==> config.mk <==
export PLATFORM = sky130hd
export DESIGN_NAME = scan_sequencer
export DESIGN_NICKNAME = d
export VERILOG_FILES = /design/src/rtl/scan_sequencer.sv
export SDC_FILE = /design/constraint.sdc
export NUM_CORES = 1
export LEC_CHECK = 0
export CORE_UTILIZATION = 45
export CTS_CLUSTER_DIAMETER = 120
export DETAILED_ROUTE_END_ITERATION = 10
export DONT_BUFFER_PORTS = 1
export PLACE_DENSITY = 0.59
export SYNTH_ARGS = -nofsm -noshare
export SYNTH_HDL_FRONTEND = slang
export SYNTH_SLANG_ARGS = --single-unit
==> constraint.sdc <==
create_clock -name clk -period 1.6 [get_ports clk]
set_input_delay 0.4 -clock clk [delete_from_list [all_inputs] [get_ports clk]]
set_output_delay 0.4 -clock clk [all_outputs]
set_load 0.02 [all_outputs]
==> src/rtl/scan_sequencer.sv <==
// Channel-scan sequencer: walks a latched 8-channel enable mask, holding each enabled channel
// for dwell+1 cycles, and drives the select {x,y,z} of the downstream 3-to-8 decoder.
// Optional feature: define SCAN_SEQ_PAUSE_EN to add the 'pause' input.
module scan_sequencer #(
  parameter int DWELL_W = 8
) (
  input  logic               clk,
  input  logic               rst_n,
  input  logic               start,
  input  logic               stop,
  input  logic               mode,
  input  logic [7:0]         mask,
  input  logic [DWELL_W-1:0] dwell,
`ifdef SCAN_SEQ_PAUSE_EN
  input  logic               pause,
`endif
  output logic               x,
  output logic               y,
  output logic               z,
  output logic               valid,
  output logic               busy,
  output logic               done
);

  typedef enum logic [1:0] {
    IDLE = 2'd0,
    SCAN = 2'd1,
    DONE = 2'd2
  } state_t;

  state_t               state_r;
  logic [7:0]           mask_r;
  logic [DWELL_W-1:0]   dwell_r;
  logic [DWELL_W-1:0]   cnt_r;
  logic                 mode_r;
  logic [2:0]           sel_r;
  logic                 valid_r;
  logic                 busy_r;
  logic                 done_r;
  logic [3:0]           next_s;
  logic                 hold_s;

  // Index of the lowest set bit; only meaningful for a non-zero mask.
  function automatic logic [2:0] first_set(input logic [7:0] m);
    logic [2:0] r;
    r = 3'd0;
    for (int i = 7; i >= 0; i--) begin
      if (m[i]) r = 3'(i);
    end
    return r;
  endfunction

  // {found, index} of the lowest set bit strictly above 'after'.
  function automatic logic [3:0] next_above(input logic [7:0] m, input logic [2:0] after);
    logic [3:0] r;
    r = 4'd0;
    for (int i = 7; i >= 0; i--) begin
      if (m[i] && (3'(i) > after)) r = {1'b1, 3'(i)};
    end
    return r;
  endfunction

  assign next_s = next_above(mask_r, sel_r);

`ifdef SCAN_SEQ_PAUSE_EN
  assign hold_s = pause;
`else
  assign hold_s = 1'b0;
`endif

  // Sequencer state, latched configuration, dwell counter and registered outputs.
  always_ff @(posedge clk or negedge rst_n) begin
    if (!rst_n) begin
      state_r <= IDLE;
      mask_r  <= 8'd0;
      dwell_r <= {DWELL_W{1'b0}};
      mode_r  <= 1'b0;
      cnt_r   <= {DWELL_W{1'b0}};
      sel_r   <= 3'd0;
      valid_r <= 1'b0;
      busy_r  <= 1'b0;
      done_r  <= 1'b0;
    end else begin
      case (state_r)
        IDLE: begin
          done_r <= 1'b0;
          if (start && !stop) begin
            mask_r  <= mask;
            dwell_r <= dwell;
            mode_r  <= mode;
            cnt_r   <= {DWELL_W{1'b0}};
            if (mask != 8'd0) begin
              state_r <= SCAN;
              sel_r   <= first_set(mask);
              valid_r <= 1'b1;
              busy_r  <= 1'b1;
            end else begin
              state_r <= DONE;
              done_r  <= 1'b1;
            end
          end
        end
        SCAN: begin
          if (stop) begin
            state_r <= IDLE;
            cnt_r   <= {DWELL_W{1'b0}};
            sel_r   <= 3'd0;
            valid_r <= 1'b0;
            busy_r  <= 1'b0;
          end else if (hold_s) begin
            cnt_r <= cnt_r;
          end else if (cnt_r == dwell_r) begin
            // Channel switch happens on the same edge the count wraps, so no gap cycles.
            cnt_r <= {DWELL_W{1'b0}};
            if (next_s[3]) begin
              sel_r <= next_s[2:0];
            end else if (mode_r) begin
              sel_r <= first_set(mask_r);
            end else begin
              state_r <= DONE;
              sel_r   <= 3'd0;
              valid_r <= 1'b0;
              busy_r  <= 1'b0;
              done_r  <= 1'b1;
            end
          end else begin
            cnt_r <= cnt_r + DWELL_W'(1);
          end
        end
        DONE: begin
          state_r <= IDLE;
          cnt_r   <= {DWELL_W{1'b0}};
          sel_r   <= 3'd0;
          valid_r <= 1'b0;
          busy_r  <= 1'b0;
          done_r  <= 1'b0;
        end
        default: begin
          state_r <= IDLE;
          cnt_r   <= {DWELL_W{1'b0}};
          sel_r   <= 3'd0;
          valid_r <= 1'b0;
          busy_r  <= 1'b0;
          done_r  <= 1'b0;
        end
      endcase
    end
  end

  assign x     = sel_r[2];
  assign y     = sel_r[1];
  assign z     = sel_r[0];
  assign valid = valid_r;
  assign busy  = busy_r;
  assign done  = done_r;

endmodule

* Word level (Yosys, flattened, before mapping)
Cells that the tools add are included.
** Word-level totals
- ROM bits :: 0
- Flip-flop bits (word level) :: 32
- Logic and storage cells :: 101
- Memory bits (writable) :: 0
- Output and inout port bits :: 6
- Latch bits :: 0
- Input port bits :: 21
- Memories :: 0
** Cells by class
- Magnitude comparators :: 8
- Shift-type cells :: 0
- Reduce and logical (&&, ||, !) cells :: 17
- Div/mod/pow operators :: 0
- Bitwise operators :: 0
- $add $sub $neg :: 1
- Multipliers :: 0
- Equal/unequal tests :: 11
- Mux-type cells :: 56
** Operators by type and width (number)
- $mux 3 :: 22
- $mux 4 :: 8
- $mux 8 :: 3
- $pmux 8 s2 :: 1
- $gt 3x3->1 const A :: 4
- $mux 1 :: 12
- $mux 2 :: 6
- $ne 2x2->1 const B :: 6
- $logic_and 1x1->1 :: 9
- $ne 3x3->1 const B :: 3
- $add 8x1->8 const B :: 1
- $eq 8x8->1 :: 1
- $reduce_and 4->1 :: 2
- $reduce_bool 8->1 :: 1
- $gt 1x3->1 const A :: 2
- $gt 2x3->1 const A :: 2
- $pmux 3 s2 :: 1
- $reduce_and 5->1 :: 1
- $pmux 1 s2 :: 2
- $pmux 2 s2 :: 1
- $reduce_and 3->1 :: 1
- $eq 2x1->1 const B :: 1
- $logic_not 2->1 :: 1
- $reduce_and 2->1 :: 1
- $logic_not 1->1 :: 1

* Longest topological paths before layout
- Depth in word-level cells :: 14
- Gate-level depth with buffers :: 7

* Worst setup path after synthesis
No wires, ideal clock.
- Kind :: input to register
- Start point :: in mask[1]
- End point :: reg sel_r[1]
- Data arrival time :: 1652 ps
- Stages on the path :: 4
- Slack :: -173 ps
- Setup time :: 121 ps
- Data required time :: 1479 ps
- Path through :: or4_4 > nor4b_4 > a211oi_2 > o22a_1
** On the way
- Cells in the longest elaborated chain, start to end :: 5
- Elaborated cells between the ends (all ways) :: 8
- Classes of those cells :: eq/ne (1); mux (5); reduce/logical (2)
** RTL lines
- start: declaration :: RTL line 12 : input logic [7:0] mask,
- $mux 3 (2 in a row) :: RTL line 48 : if (m[i]) r = 3'(i);
- $mux 3 :: RTL line 92 : if (mask != 8'd0) begin
- $mux 3 :: RTL line 87 : if (start && !stop) begin
- $pmux 3 s2 :: RTL line 84 : case (state_r)
- end signal: assignment :: RTL line 94 : sel_r <= first_set(mask);
- end signal: assignment :: RTL line 116 : sel_r <= next_s[2:0];
- end signal: assignment :: RTL line 118 : sel_r <= first_set(mask_r);
- end: declaration :: RTL line 36 : logic [2:0] sel_r;
Parallel ways exist; a longest one is shown, timed or not. The select of a mux whose other input is x is not followed.
A chain may end at the register's enable or synchronous reset.

* Final worst setup path
- Start point :: reg dwell_r[3]
- End point :: reg busy_r (netlist: busy)
** On the way
- Cells in the longest elaborated chain, start to end :: 3
** RTL lines
- start: declaration :: RTL line 33 : logic [DWELL_W-1:0] dwell_r;
- start signal: assignment :: RTL line 76 : dwell_r <= {DWELL_W{1'b0}};
- start signal: assignment :: RTL line 89 : dwell_r <= dwell;
- $eq 8x8->1 :: RTL line 112 : end else if (cnt_r == dwell_r) begin
- $ne 3x3->1 (no line)
- $reduce_and 5->1 (no line)
- end signal: assignment :: RTL line 109 : busy_r <= 1'b0;
- end signal: assignment :: RTL line 123 : busy_r <= 1'b0;
- end signal: assignment :: RTL line 135 : busy_r <= 1'b0;
- end: declaration :: RTL line 38 : logic busy_r;
Every way passes these cells.

==> run summary <==
placed cell count: 256
I/O pin count: 27
post-synthesis sequential element count: 32
transition time of the tightest slew-check pin: 0.410 ns
clock skew after layout: 0.00555 ns
Data arrival, critical path: 1.94 ns
clock period minus final worst setup slack: 1.77 ns
sort of element at the end of the critical path: flip-flop
prevailing post-synth register cell: sky130_fd_sc_hd__dfrtp_1
post-detail-place hpwl: 3140 µm
Vias: 1504
width of the die: 65.3 µm
violations in the final reports: negative setup slack
detailed-route wire length: 4220 µm
cell with the most instances after synthesis: sky130_fd_sc_hd__dfrtp_1
cell leakage power: 1.05 nW
count of port buffers added during placement: 0
Num Clock Sinks: 32
cell row count: 22
Post-Synthesis Mean Instance Area: 10.2 µm²
routed length per placed instance: 15.6 µm
via-per-instance ratio: 5.55
required time reported for the critical path endpoint: 1.77 ns
maximum VDD drop: 1150 µV
PD cells: 1900 mW/mm²
Crit Path Class: reg -> reg
unrepaired setup endpoints after global routing: yes
maximum net fanout on the critical path: 3
clock latency on the worst-skew pair: 0.28 ns
type of origin of the critical path: flip-flop
share of cells above drive strength 1: 0.408
level count of the clock H-tree: 2
area added between synthesis and finish: 31.4%
number of nets produced by synthesis: 198
wire length of the first global-routing pass: 7230 µm
overall power: 4.50 mW
Seq/Total Area, Yosys: 0.445
top post-synthesis cells by area: sky130_fd_sc_hd__dfrtp_1, sky130_fd_sc_hd__mux2_2, sky130_fd_sc_hd__xor2_1
antenna diode count: 0
root buffer selected by CTS: sky130_fd_sc_hd__clkbuf_8
grt total ovfl: 0
Hold Violations, Final: 0
Clock Tree Buf Depth: 2
Yosys top cell by area: sky130_fd_sc_hd__dfrtp_1
Synth Warn #: 0
die height: 65.3 µm
Post-route DRC: 0
pins over their slew limit: 0
number of DRC markers in iteration 0: 67
Max Fclk: 565 MHz
detailed-router iteration count before antenna repair: 4
Post-Place Cell Area: 0.00214 mm²
filler-free cell count of the finished design: 271
number of clock buffers inserted by TritonCTS: 5
outcome: complete, but fails checks
worst hold slack after final layout: 0.246 ns
Synth Cell Area: 0.00180 mm²
worst max-slew margin expressed relative to the limit: 0.726
floorplan die area: 0.00426 mm²
maximum number of pins on one net before global-route repair: 33
final RePlAce weighted congestion: 0.847
initial antenna violation count: 0
number of routed nets with antenna violations: 0
core area: 0.00374 mm²
final cycle utilization of the critical path: 1.11
final setup violating endpoints: 14
number of enable flip-flop cells after synthesis: 0
most common library cells after synthesis: sky130_fd_sc_hd__dfrtp_1, sky130_fd_sc_hd__nor2_1, sky130_fd_sc_hd__mux2_2
final design instance area without fill: 0.00237 mm²
count of mapped cells out of synthesis: 176
fraction of registers with async set or reset after synthesis: 1.00
effective utilization at floorplan: 0.481
HP Class: in -> reg
TritonCTS clock tree: built
clock slew at the register clock pins of the worst setup and hold paths: 0.06 ns
final worst setup slack: -0.170 ns
number of global-route vias before repair: 1600
count of cell types in the netlist: 48
number of nets in the layout: 244
post-synth top area share: 0.445
max-capacitance violation count: 0
GRT Overall Usage: 0.226
logic make-up after synthesis:
family	count (synthesis)	synth area share
AND/OR/NAND/NOR	61	0.191
AO/OA/AOI/OAI	40	0.161
flip-flops	32	0.445
multiplexers	16	0.100
XOR/XNOR	14	0.0681
buffers and inverters	12	0.0285
adder cells (fa/ha/maj)	1	0.00695
per-layer routing:
layer / wire length [µm] / up-vias / part of all wire / GRT usage
li1: - / 729 / - / -
met1: 1800 / 738 / 0.43 / 0.270
met2: 2140 / 30 / 0.51 / 0.379
met3: 209 / 7 / 0.049 / 0.0660
met4: 72 / 0 / 0.017 / 0.0897
met5: 0 / - / 0 / 0
sequential cells by signal, summed over array words and instances (netlist names):
name     count
state_r      2
dwell_r      8
mode_r       1
mask_r       8
cnt_r        8
busy         1
done         1
sel_r        3
cell type report:
class / instances / area, µm²
Fill cell: 323 / 1380
Sequential cell: 32 / 805
Multi-Input combinational cell: 132 / 1020
Timing Repair Buffer: 45 / 369
Inverter: 6 / 22.5
Clock inverter: 2 / 10.0
Tap cell: 48 / 60.1
Clock buffer: 6 / 82.6
power breakdown:
group          switching, mW  leakage, nW  internal [mW]
clock network          0.282       0.0510          0.342
logic                   1.16        0.604           1.27
registers              0.316        0.398           1.13
total                   1.76         1.05           2.74
metrics by stage:
step           worst slack [ns]  utilization  TNS (ns)
2_1_floorplan            -0.173            -    -0.668
3_3_place_gp             -0.223        0.572     -1.71
3_5_place_dp             -0.304        0.572     -2.27
4_1_cts                  -0.195        0.618     -1.96
5_1_grt                  -0.268        0.632     -2.92
6_report                 -0.170        0.632     -1.59
what timing repair did:
item	in CTS	in global routing
endpoints found under the setup margin	14	18
endpoints found under the hold margin	32	0
resized for setup	8	13
pin swaps	4	2
setup buffers	3	2
hold buffers	2	0
final timing paths:
path	from	end	slack, ns	depth (start not counted)
max in group asynchronous	rst_n	sel_r[2]	0.85	2
hold / removal	mask[1]	mask_r[1]	0.25	2
setup reg to reg	dwell_r[3]	busy	-0.17	8
min in group asynchronous	rst_n	mask_r[6]	0.57	2
hold reg to reg	mask_r[0]	mask_r[0]	0.50	1
setup / recovery	dwell_r[3]	busy	-0.17	8
critical path, stage by stage (launching register included):
cell and delay, ns:
sky130_fd_sc_hd__dfrtp_1 0.38, sky130_fd_sc_hd__xor2_1 0.17, sky130_fd_sc_hd__nor4_2 0.31, sky130_fd_sc_hd__buf_4 0.18
sky130_fd_sc_hd__a21oi_4 0.08, sky130_fd_sc_hd__buf_6 0.14, sky130_fd_sc_hd__nor2_4 0.12, sky130_fd_sc_hd__o21ai_2 0.08
sky130_fd_sc_hd__o22a_1 0.20
placed cells by master, fill, tap and decap left out, types with 3 or more instances in the layout:
cell                       instances
sky130_fd_sc_hd__o21ai_2           4
sky130_fd_sc_hd__nand2_1           9
sky130_fd_sc_hd__o211ai_1          3
sky130_fd_sc_hd__a21oi_1           8
sky130_fd_sc_hd__nor3_1            6
sky130_fd_sc_hd__buf_4            41
sky130_fd_sc_hd__nand2b_1          6
sky130_fd_sc_hd__inv_1             5
sky130_fd_sc_hd__nor4_1            3
sky130_fd_sc_hd__o22a_1            3
sky130_fd_sc_hd__nand3_1           3
sky130_fd_sc_hd__xor2_1           13
sky130_fd_sc_hd__mux2_2           16
sky130_fd_sc_hd__clkbuf_8          6
sky130_fd_sc_hd__nor2_1           15
sky130_fd_sc_hd__dfrtp_2           3
sky130_fd_sc_hd__dfrtp_1          29
(Power assumes the default switching activity.)
